--- src/rtl/mc_ctrl_pkg.sv ---
// Purpose: shared types and encodings for the multi-cycle RISC-V control unit.
// Latency: n/a (declarations only).
// Backpressure: n/a.
// Contents: state enum, opcode constants, ALUOp codes, mux selects, trap causes,
//           default memory timeout and the control-word struct.
package mc_ctrl_pkg;

  localparam int MEM_TIMEOUT_DEF = 16;

  typedef enum logic [3:0] {
    S_FETCH    = 4'd0,
    S_DECODE   = 4'd1,
    S_EXEC_R   = 4'd2,
    S_EXEC_I   = 4'd3,
    S_MEM_ADDR = 4'd4,
    S_MEM_RD   = 4'd5,
    S_MEM_WR   = 4'd6,
    S_WB_ALU   = 4'd7,
    S_WB_MEM   = 4'd8,
    S_BRANCH   = 4'd9,
    S_JAL      = 4'd10,
    S_TRAP     = 4'd11
  } state_t;

  localparam logic [6:0] OP_R      = 7'b0110011;
  localparam logic [6:0] OP_I      = 7'b0010011;
  localparam logic [6:0] OP_LOAD   = 7'b0000011;
  localparam logic [6:0] OP_STORE  = 7'b0100011;
  localparam logic [6:0] OP_BRANCH = 7'b1100011;
  localparam logic [6:0] OP_JAL    = 7'b1101111;

  localparam logic [1:0] ALU_ADD   = 2'b00;
  localparam logic [1:0] ALU_SUB   = 2'b01;
  localparam logic [1:0] ALU_FUNCT = 2'b10;

  localparam logic [1:0] SRCA_PC    = 2'b00;
  localparam logic [1:0] SRCA_RS1   = 2'b01;
  localparam logic [1:0] SRCA_OLDPC = 2'b10;

  localparam logic [1:0] SRCB_RS2  = 2'b00;
  localparam logic [1:0] SRCB_FOUR = 2'b01;
  localparam logic [1:0] SRCB_IMM  = 2'b10;

  localparam logic [1:0] MTR_ALU = 2'b00;
  localparam logic [1:0] MTR_MDR = 2'b01;
  localparam logic [1:0] MTR_PC  = 2'b10;

  localparam logic [1:0] CAUSE_NONE    = 2'b00;
  localparam logic [1:0] CAUSE_ILLEGAL = 2'b01;
  localparam logic [1:0] CAUSE_TIMEOUT = 2'b10;

  typedef struct packed {
    logic       pc_write;
    logic       ir_write;
    logic       mem_req;
    logic       mem_we;
    logic       iord;
    logic       reg_write;
    logic [1:0] mem_to_reg;
    logic [1:0] alu_src_a;
    logic [1:0] alu_src_b;
    logic [1:0] alu_op;
    logic       pc_src;
  } ctrl_t;

  // States that hold a memory request open until ack or timeout.
  function automatic logic is_wait_state(input state_t s);
    return (s == S_FETCH) || (s == S_MEM_RD) || (s == S_MEM_WR);
  endfunction

endpackage

--- src/rtl/mc_timeout_cnt.sv ---
// Purpose: memory-wait cycle counter; flags the last allowed wait cycle.
// Latency: expired_o is combinational from the count register.
// Backpressure: none; clr_i has priority over en_i.
// Ports: clk_i/rst_i clock and sync active-low reset, clr_i clear, en_i count
//        enable, expired_o high while this is the LIMIT-th cycle without ack.
module mc_timeout_cnt #(
  parameter int LIMIT = 16
) (
  input  logic clk_i,
  input  logic rst_i,
  input  logic clr_i,
  input  logic en_i,
  output logic expired_o
);

  localparam logic [7:0] LAST = 8'(LIMIT - 1);

  logic [7:0] r_cnt;

  always_ff @(posedge clk_i) begin
    if (!rst_i) begin
      r_cnt <= '0;
    end else if (clr_i) begin
      r_cnt <= '0;
    end else if (en_i && (r_cnt != LAST)) begin
      r_cnt <= r_cnt + 8'd1;
    end
  end

  // Count holds the number of completed no-ack cycles, so reaching LAST means
  // the current cycle is the final one in which an ack can still be accepted.
  assign expired_o = (r_cnt == LAST);

endmodule

--- src/rtl/multi_cycle_ctrl.sv ---
// Purpose: multi-cycle RISC-V control FSM with illegal-opcode and memory-timeout traps.
// Latency: 3..5 cycles per instruction plus memory wait; outputs decode current state.
// Backpressure: memory request held high until mem_ack_i, trap after MEM_TIMEOUT cycles.
// Ports: clk_i, rst_i (sync active-low); opcode_i, zero_i, mem_ack_i inputs;
//        datapath enables/selects, state_o debug, trap_o/trap_cause_o trap status.
module multi_cycle_ctrl
  import mc_ctrl_pkg::*;
#(
  parameter int MEM_TIMEOUT = MEM_TIMEOUT_DEF
) (
  input  logic       clk_i,
  input  logic       rst_i,
  input  logic [6:0] opcode_i,
  input  logic       zero_i,
  input  logic       mem_ack_i,
  output logic       pc_write_o,
  output logic       ir_write_o,
  output logic       mem_req_o,
  output logic       mem_we_o,
  output logic       iord_o,
  output logic       reg_write_o,
  output logic [1:0] mem_to_reg_o,
  output logic [1:0] alu_src_a_o,
  output logic [1:0] alu_src_b_o,
  output logic [1:0] alu_op_o,
  output logic       pc_src_o,
  output logic [3:0] state_o,
  output logic       trap_o,
  output logic [1:0] trap_cause_o
);

  state_t     r_state;
  logic       r_trap;
  logic [1:0] r_cause;
  logic       r_is_load;

  logic  w_in_wait;
  logic  w_ack;
  logic  w_expired;
  ctrl_t w_ctl;

  assign w_in_wait = is_wait_state(r_state);
  // An ack outside a request cycle is meaningless and must not move the FSM.
  assign w_ack     = mem_ack_i & w_in_wait;

  // Clearing whenever not waiting, or on the accepting ack, guarantees a zero
  // count on entry to every wait state.
  mc_timeout_cnt #(
    .LIMIT (MEM_TIMEOUT)
  ) u_timeout_cnt (
    .clk_i     (clk_i),
    .rst_i     (rst_i),
    .clr_i     (~w_in_wait | w_ack),
    .en_i      (w_in_wait & ~w_ack),
    .expired_o (w_expired)
  );

  always_ff @(posedge clk_i) begin
    if (!rst_i) begin
      r_state   <= S_FETCH;
      r_trap    <= 1'b0;
      r_cause   <= CAUSE_NONE;
      r_is_load <= 1'b0;
    end else begin
      case (r_state)
        S_FETCH: begin
          if (w_ack) begin
            r_state <= S_DECODE;
          end else if (w_expired) begin
            r_state <= S_TRAP;
            r_trap  <= 1'b1;
            r_cause <= CAUSE_TIMEOUT;
          end
        end
        S_DECODE: begin
          r_is_load <= (opcode_i == OP_LOAD);
          case (opcode_i)
            OP_R:              r_state <= S_EXEC_R;
            OP_I:              r_state <= S_EXEC_I;
            OP_LOAD, OP_STORE: r_state <= S_MEM_ADDR;
            OP_BRANCH:         r_state <= S_BRANCH;
            OP_JAL:            r_state <= S_JAL;
            default: begin
              r_state <= S_TRAP;
              r_trap  <= 1'b1;
              r_cause <= CAUSE_ILLEGAL;
            end
          endcase
        end
        S_EXEC_R, S_EXEC_I: r_state <= S_WB_ALU;
        S_MEM_ADDR:         r_state <= r_is_load ? S_MEM_RD : S_MEM_WR;
        S_MEM_RD, S_MEM_WR: begin
          if (w_ack) begin
            r_state <= (r_state == S_MEM_RD) ? S_WB_MEM : S_FETCH;
          end else if (w_expired) begin
            r_state <= S_TRAP;
            r_trap  <= 1'b1;
            r_cause <= CAUSE_TIMEOUT;
          end
        end
        S_WB_ALU, S_WB_MEM, S_BRANCH, S_JAL: r_state <= S_FETCH;
        S_TRAP:  r_state <= S_TRAP;
        default: r_state <= S_FETCH;
      endcase
    end
  end

  always_comb begin
    w_ctl = '0;
    case (r_state)
      S_FETCH: begin
        w_ctl.mem_req   = 1'b1;
        w_ctl.alu_src_a = SRCA_PC;
        w_ctl.alu_src_b = SRCB_FOUR;
        w_ctl.alu_op    = ALU_ADD;
        // PC+4 and the new instruction are captured in the ack cycle itself.
        w_ctl.ir_write  = mem_ack_i;
        w_ctl.pc_write  = mem_ack_i;
      end
      S_DECODE: begin
        // Speculative branch/jump target oldPC+imm lands in ALUOut.
        w_ctl.alu_src_a = SRCA_OLDPC;
        w_ctl.alu_src_b = SRCB_IMM;
        w_ctl.alu_op    = ALU_ADD;
      end
      S_EXEC_R: begin
        w_ctl.alu_src_a = SRCA_RS1;
        w_ctl.alu_src_b = SRCB_RS2;
        w_ctl.alu_op    = ALU_FUNCT;
      end
      S_EXEC_I: begin
        w_ctl.alu_src_a = SRCA_RS1;
        w_ctl.alu_src_b = SRCB_IMM;
        w_ctl.alu_op    = ALU_FUNCT;
      end
      S_MEM_ADDR: begin
        w_ctl.alu_src_a = SRCA_RS1;
        w_ctl.alu_src_b = SRCB_IMM;
        w_ctl.alu_op    = ALU_ADD;
      end
      S_MEM_RD: begin
        w_ctl.mem_req = 1'b1;
        w_ctl.iord    = 1'b1;
      end
      S_MEM_WR: begin
        w_ctl.mem_req = 1'b1;
        w_ctl.mem_we  = 1'b1;
        w_ctl.iord    = 1'b1;
      end
      S_WB_ALU: begin
        w_ctl.reg_write  = 1'b1;
        w_ctl.mem_to_reg = MTR_ALU;
      end
      S_WB_MEM: begin
        w_ctl.reg_write  = 1'b1;
        w_ctl.mem_to_reg = MTR_MDR;
      end
      S_BRANCH: begin
        w_ctl.alu_src_a = SRCA_RS1;
        w_ctl.alu_src_b = SRCB_RS2;
        w_ctl.alu_op    = ALU_SUB;
        w_ctl.pc_src    = 1'b1;
        w_ctl.pc_write  = zero_i;
      end
      S_JAL: begin
        w_ctl.pc_write   = 1'b1;
        w_ctl.pc_src     = 1'b1;
        w_ctl.reg_write  = 1'b1;
        w_ctl.mem_to_reg = MTR_PC;
      end
      default: w_ctl = '0;
    endcase
  end

  // Reset gates every output combinationally so nothing, not even the FETCH
  // request, escapes while rst_i is held low.
  assign pc_write_o   = rst_i & w_ctl.pc_write;
  assign ir_write_o   = rst_i & w_ctl.ir_write;
  assign mem_req_o    = rst_i & w_ctl.mem_req;
  assign mem_we_o     = rst_i & w_ctl.mem_we;
  assign iord_o       = rst_i & w_ctl.iord;
  assign reg_write_o  = rst_i & w_ctl.reg_write;
  assign mem_to_reg_o = rst_i ? w_ctl.mem_to_reg : 2'b00;
  assign alu_src_a_o  = rst_i ? w_ctl.alu_src_a  : 2'b00;
  assign alu_src_b_o  = rst_i ? w_ctl.alu_src_b  : 2'b00;
  assign alu_op_o     = rst_i ? w_ctl.alu_op     : 2'b00;
  assign pc_src_o     = rst_i & w_ctl.pc_src;
  assign state_o      = rst_i ? r_state          : 4'd0;
  assign trap_o       = rst_i & r_trap;
  assign trap_cause_o = rst_i ? r_cause          : 2'b00;

endmodule

--- config.mk ---
export PLATFORM = sky130hd
export DESIGN_NAME = multi_cycle_ctrl
export DESIGN_NICKNAME = d
export VERILOG_FILES = /design/src/rtl/mc_ctrl_pkg.sv /design/src/rtl/mc_timeout_cnt.sv /design/src/rtl/multi_cycle_ctrl.sv
export SDC_FILE = /design/constraint.sdc
export NUM_CORES = 1
export LEC_CHECK = 0
export ABC_AREA = 1
export BUFFER_PORTS_ARGS = -buffer_cell sky130_fd_sc_hd__buf_2
export CAP_MARGIN = 20
export CORE_MARGIN = 10
export CORE_UTILIZATION = 50
export CTS_BUF_LIST = sky130_fd_sc_hd__clkbuf_16
export DETAILED_ROUTE_END_ITERATION = 12
export GPL_TIMING_DRIVEN = 0
export PLACE_DENSITY = 0.77
export SYNTH_ARGS = -nofsm -noshare
export SYNTH_HDL_FRONTEND = slang
export SYNTH_SLANG_ARGS = --single-unit
export TNS_END_PERCENT = 5
--- constraint.sdc ---
create_clock -name clk_i -period 1.97 [get_ports clk_i]
set_input_delay 0.394 -clock clk_i [delete_from_list [all_inputs] [get_ports clk_i]]
set_output_delay 0.394 -clock clk_i [all_outputs]
set_load 0.005 [all_outputs]
==> results.ini <==
[power]
p_leak_nw = 0.7896
ir_drop_mv = 0.8304
finalPower_mw = 1.780
p_int_mw = 1.009
p_sw_mw = 0.7713
swShare_pct = 43.33
p_seq_share_pct = 25.3
combinationalPowerShare_pct = 53.3
pwr-share-clk_pct = 21.4
power_density_nw_per_um2 = 1214

[sta]
hold_viol = 0
fin_skew_ns = 0.003044
slew_violations = 0
finalCritPeriodShare_pct = 94.22
finalCriticalPeriod_ns = 1.856
slew-limit-headroom_pct = 67.33
worstMarginPinSlew_ns = 0.4900
finalSetupViolations = 0
clock.fmax_ghz = 0.5387
rsz0062_at_grt = yes

[placed_design]
place.gp.congestion = 0.8212
io_buffers = 32
hpwl_um = 2335
placed_cell_area_um2 = 1373

[job]
maxCapViolations = 0

[clock_tree]
h-tree-depth = 1
clockBufferDepth = 2
cts_tree = built
clock_sinks = 16
ctsResizeCount = 0
clk_pin_slew_ns = 0.05
numCtsBuffers = 3
root_buffer = clkbuf_16
cts_setup_buffers = 0
cts_hold_buf = 0
clk-insertion-delay-late_ns = 0.24

[finish]
final_common_cell = nand2_1
nNetsFinal = 249
ff_latch_area_um2 = 322.8
drive_gt1_share_pct = 23.83
fin_area_um2 = 1466
final_cell_mix = 55 x nand2_1, 36 x inv_1, 32 x buf_2, 22 x nor2_1, 14 x dfxtp_1
multi_input_area_um2 = 703.2
fillers = 226
insertedDiodeCount = 0
syn_to_final_growth_pct = 24.55

[critical_path]
rr_startpoint = u_timeout_cnt.r_cnt[0]$_SDFFE_PP0P_
ff2ff_path_depth = 7
startpoint_type = register
timing.reg2reg.setup_slack_ns = 0.25
r2r_end = r_cause[1]$_SDFFE_PN0P_
crit_required_ns = 1.58
worstSetupStartpoint = r_state[0]$_SDFF_PN0_
cp-end-kind = output pin
crit_type = reg2out
worstPathMaxFanout = 8
crit_path_end = alu_src_a_o[0]
worstPathArrival_ns = 1.46

[synth]
yosysWarnings = 0
syn_nets = 212
syn_inst = 200
ys_ff_latch = 16
synth_cell_types = 29
synthesis.area_um2 = 1177
ys_seq_area_share_pct = 27.21
syn_avg_cell_area_um2 = 5.887

[grt]
grt_max_degree = 11
antenna_found_initial = 0
grt_pass1_wl_um = 5078
grt.total_usage_pct = 13.54
overflow = 0
grt_pass1_vias = 1176

[floorplan]
dieHeight_um = 68.53
start_util_pct = 52.72
dieArea_um2 = 4696
die_x_um = 68.53
placementRows = 17
io_pins = 33
core_area_um2 = 2233

[drt]
wire_per_inst_um = 11.19
drc = 0
drtIter0Drc = 102
firstDrtPassIters = 4
wl_um = 2944
vias = 1302
antenna_left = 0
viasPerCell = 4.951

[worst_hold_path]
holdCritStartpoint = rst_i
hold_path_class = in2reg

[status]
status = finished clean

[routing by layer]
| layer | part of all wire (%) | vias to the layer above | global-route usage (%) |
|---|---|---|---|
| met1 | 49 | 570 | 18.02 |
| met4 | 0.41 | 0 | 2.261 |
| met5 | 0 | - | 0 |
| met3 | 7.2 | 4 | 4.348 |
| met2 | 44 | 35 | 21.08 |
| li1 | - | 693 | - |
[metrics by stage]
stage | util (%) | hold WS, ns | setup TNS [ns] | std cells | setup slack, ns
floorplan | - | 0.4182 | 0 | 200 | 0.4944
global placement | 61.46 | 0.4338 | 0 | 260 | 0.2339
detailed placement | 61.46 | 0.4440 | 0 | 260 | 0.2356
CTS | 64.82 | 0.4208 | 0 | 263 | 0.02066
global route | 65.66 | 0.4297 | -0.02957 | 263 | -0.02015
finish | 65.66 | 0.4241 | 0 | 263 | 0.1138
[registers in the layout (all words and copies together) (netlist names)]
register / count
u_timeout_cnt.r_cnt: 8
r_state: 4
r_is_load: 1
r_cause: 2
r_trap: 1
[how the worst min path moves through the flow]
stage | cells after the start | to | slack [ns]
2_1_floorplan | 2 | r_trap$_SDFFE_PN0P_ | 0.42
3_3_place_gp | 2 | r_trap$_SDFFE_PN0P_ | 0.43
3_5_place_dp | 2 | r_trap$_SDFFE_PN0P_ | 0.44
4_1_cts | 2 | r_is_load$_SDFFE_PN0P_ | 0.42
5_1_grt | 2 | r_is_load$_SDFFE_PN0P_ | 0.43
6_report | 2 | r_is_load$_SDFFE_PN0P_ | 0.42
[cell type report]
type,instances,area share [%]
buffer,4,1.536
inverter,38,10.07
multi-input combinational,142,47.95
tap,28,2.389
clock buffer,3,5.119
sequential,16,22.01
timing repair buffer,32,10.92
[worst max-delay path, stage by stage, from the launching register on]
cell and delay, ns:
dfxtp_1 0.30, buf_4 0.15, inv_1 0.07, nor2_2 0.14, inv_1 0.06, nor2_1 0.13
inv_1 0.09, nand2_1 0.07, nand2_1 0.04, inv_1 0.06, buf_2 0.10
[Yosys cell counts]
cell type | count | area (µm²)
a21oi_1 | 14 | 70.07
inv_2 | 1 | 3.750
a31oi_1 | 2 | 12.51
nand4_1 | 3 | 18.77
o21ai_0 | 6 | 30.03
and2_1 | 1 | 6.260
nand3_4 | 1 | 17.52
buf_4 | 2 | 15.01
nor2_4 | 2 | 22.52
o211ai_1 | 1 | 7.510
nor3_1 | 4 | 20.02
nand3_1 | 12 | 60.06
o22ai_1 | 1 | 6.260
inv_1 | 36 | 135.1
nor2_1 | 26 | 97.59
ha_1 | 1 | 12.51
clkinv_4 | 1 | 8.760
nand2_1 | 56 | 210.2
nor2_2 | 2 | 12.51
a211oi_1 | 1 | 7.510
or2_1 | 1 | 6.260
a21oi_2 | 1 | 8.760
nor4_1 | 1 | 6.260
nand2_4 | 2 | 22.52
xor2_1 | 2 | 17.52
nand2_2 | 1 | 6.260
a21boi_1 | 1 | 7.510
dfxtp_1 | 16 | 320.3
clkbuf_1 | 2 | 7.510
[cell families (layout without fill, tap and decap cells)]
group | Yosys count | in the layout | synth area share, %
AOI/OAI and AO/OA | 27 | 27 | 12.75
xor gates and xnor gates | 2 | 2 | 1.488
adders and majority gates | 1 | 1 | 1.063
buffers and inverters | 42 | 77 | 14.45
DFF | 16 | 16 | 27.21
and+or+nand+nor | 112 | 112 | 43.04
[power groups by stage]
stage	clock network (mW)	registers [mW]	logic, mW
global placement	0	0.445	0.920
finish	0.382	0.450	0.949
detailed placement	0	0.446	0.930
floorplan	0	0.431	0.689
CTS	0.391	0.439	0.931
global route	0.411	0.453	1.09
Note: power is estimated with default switching activity, not from simulation.
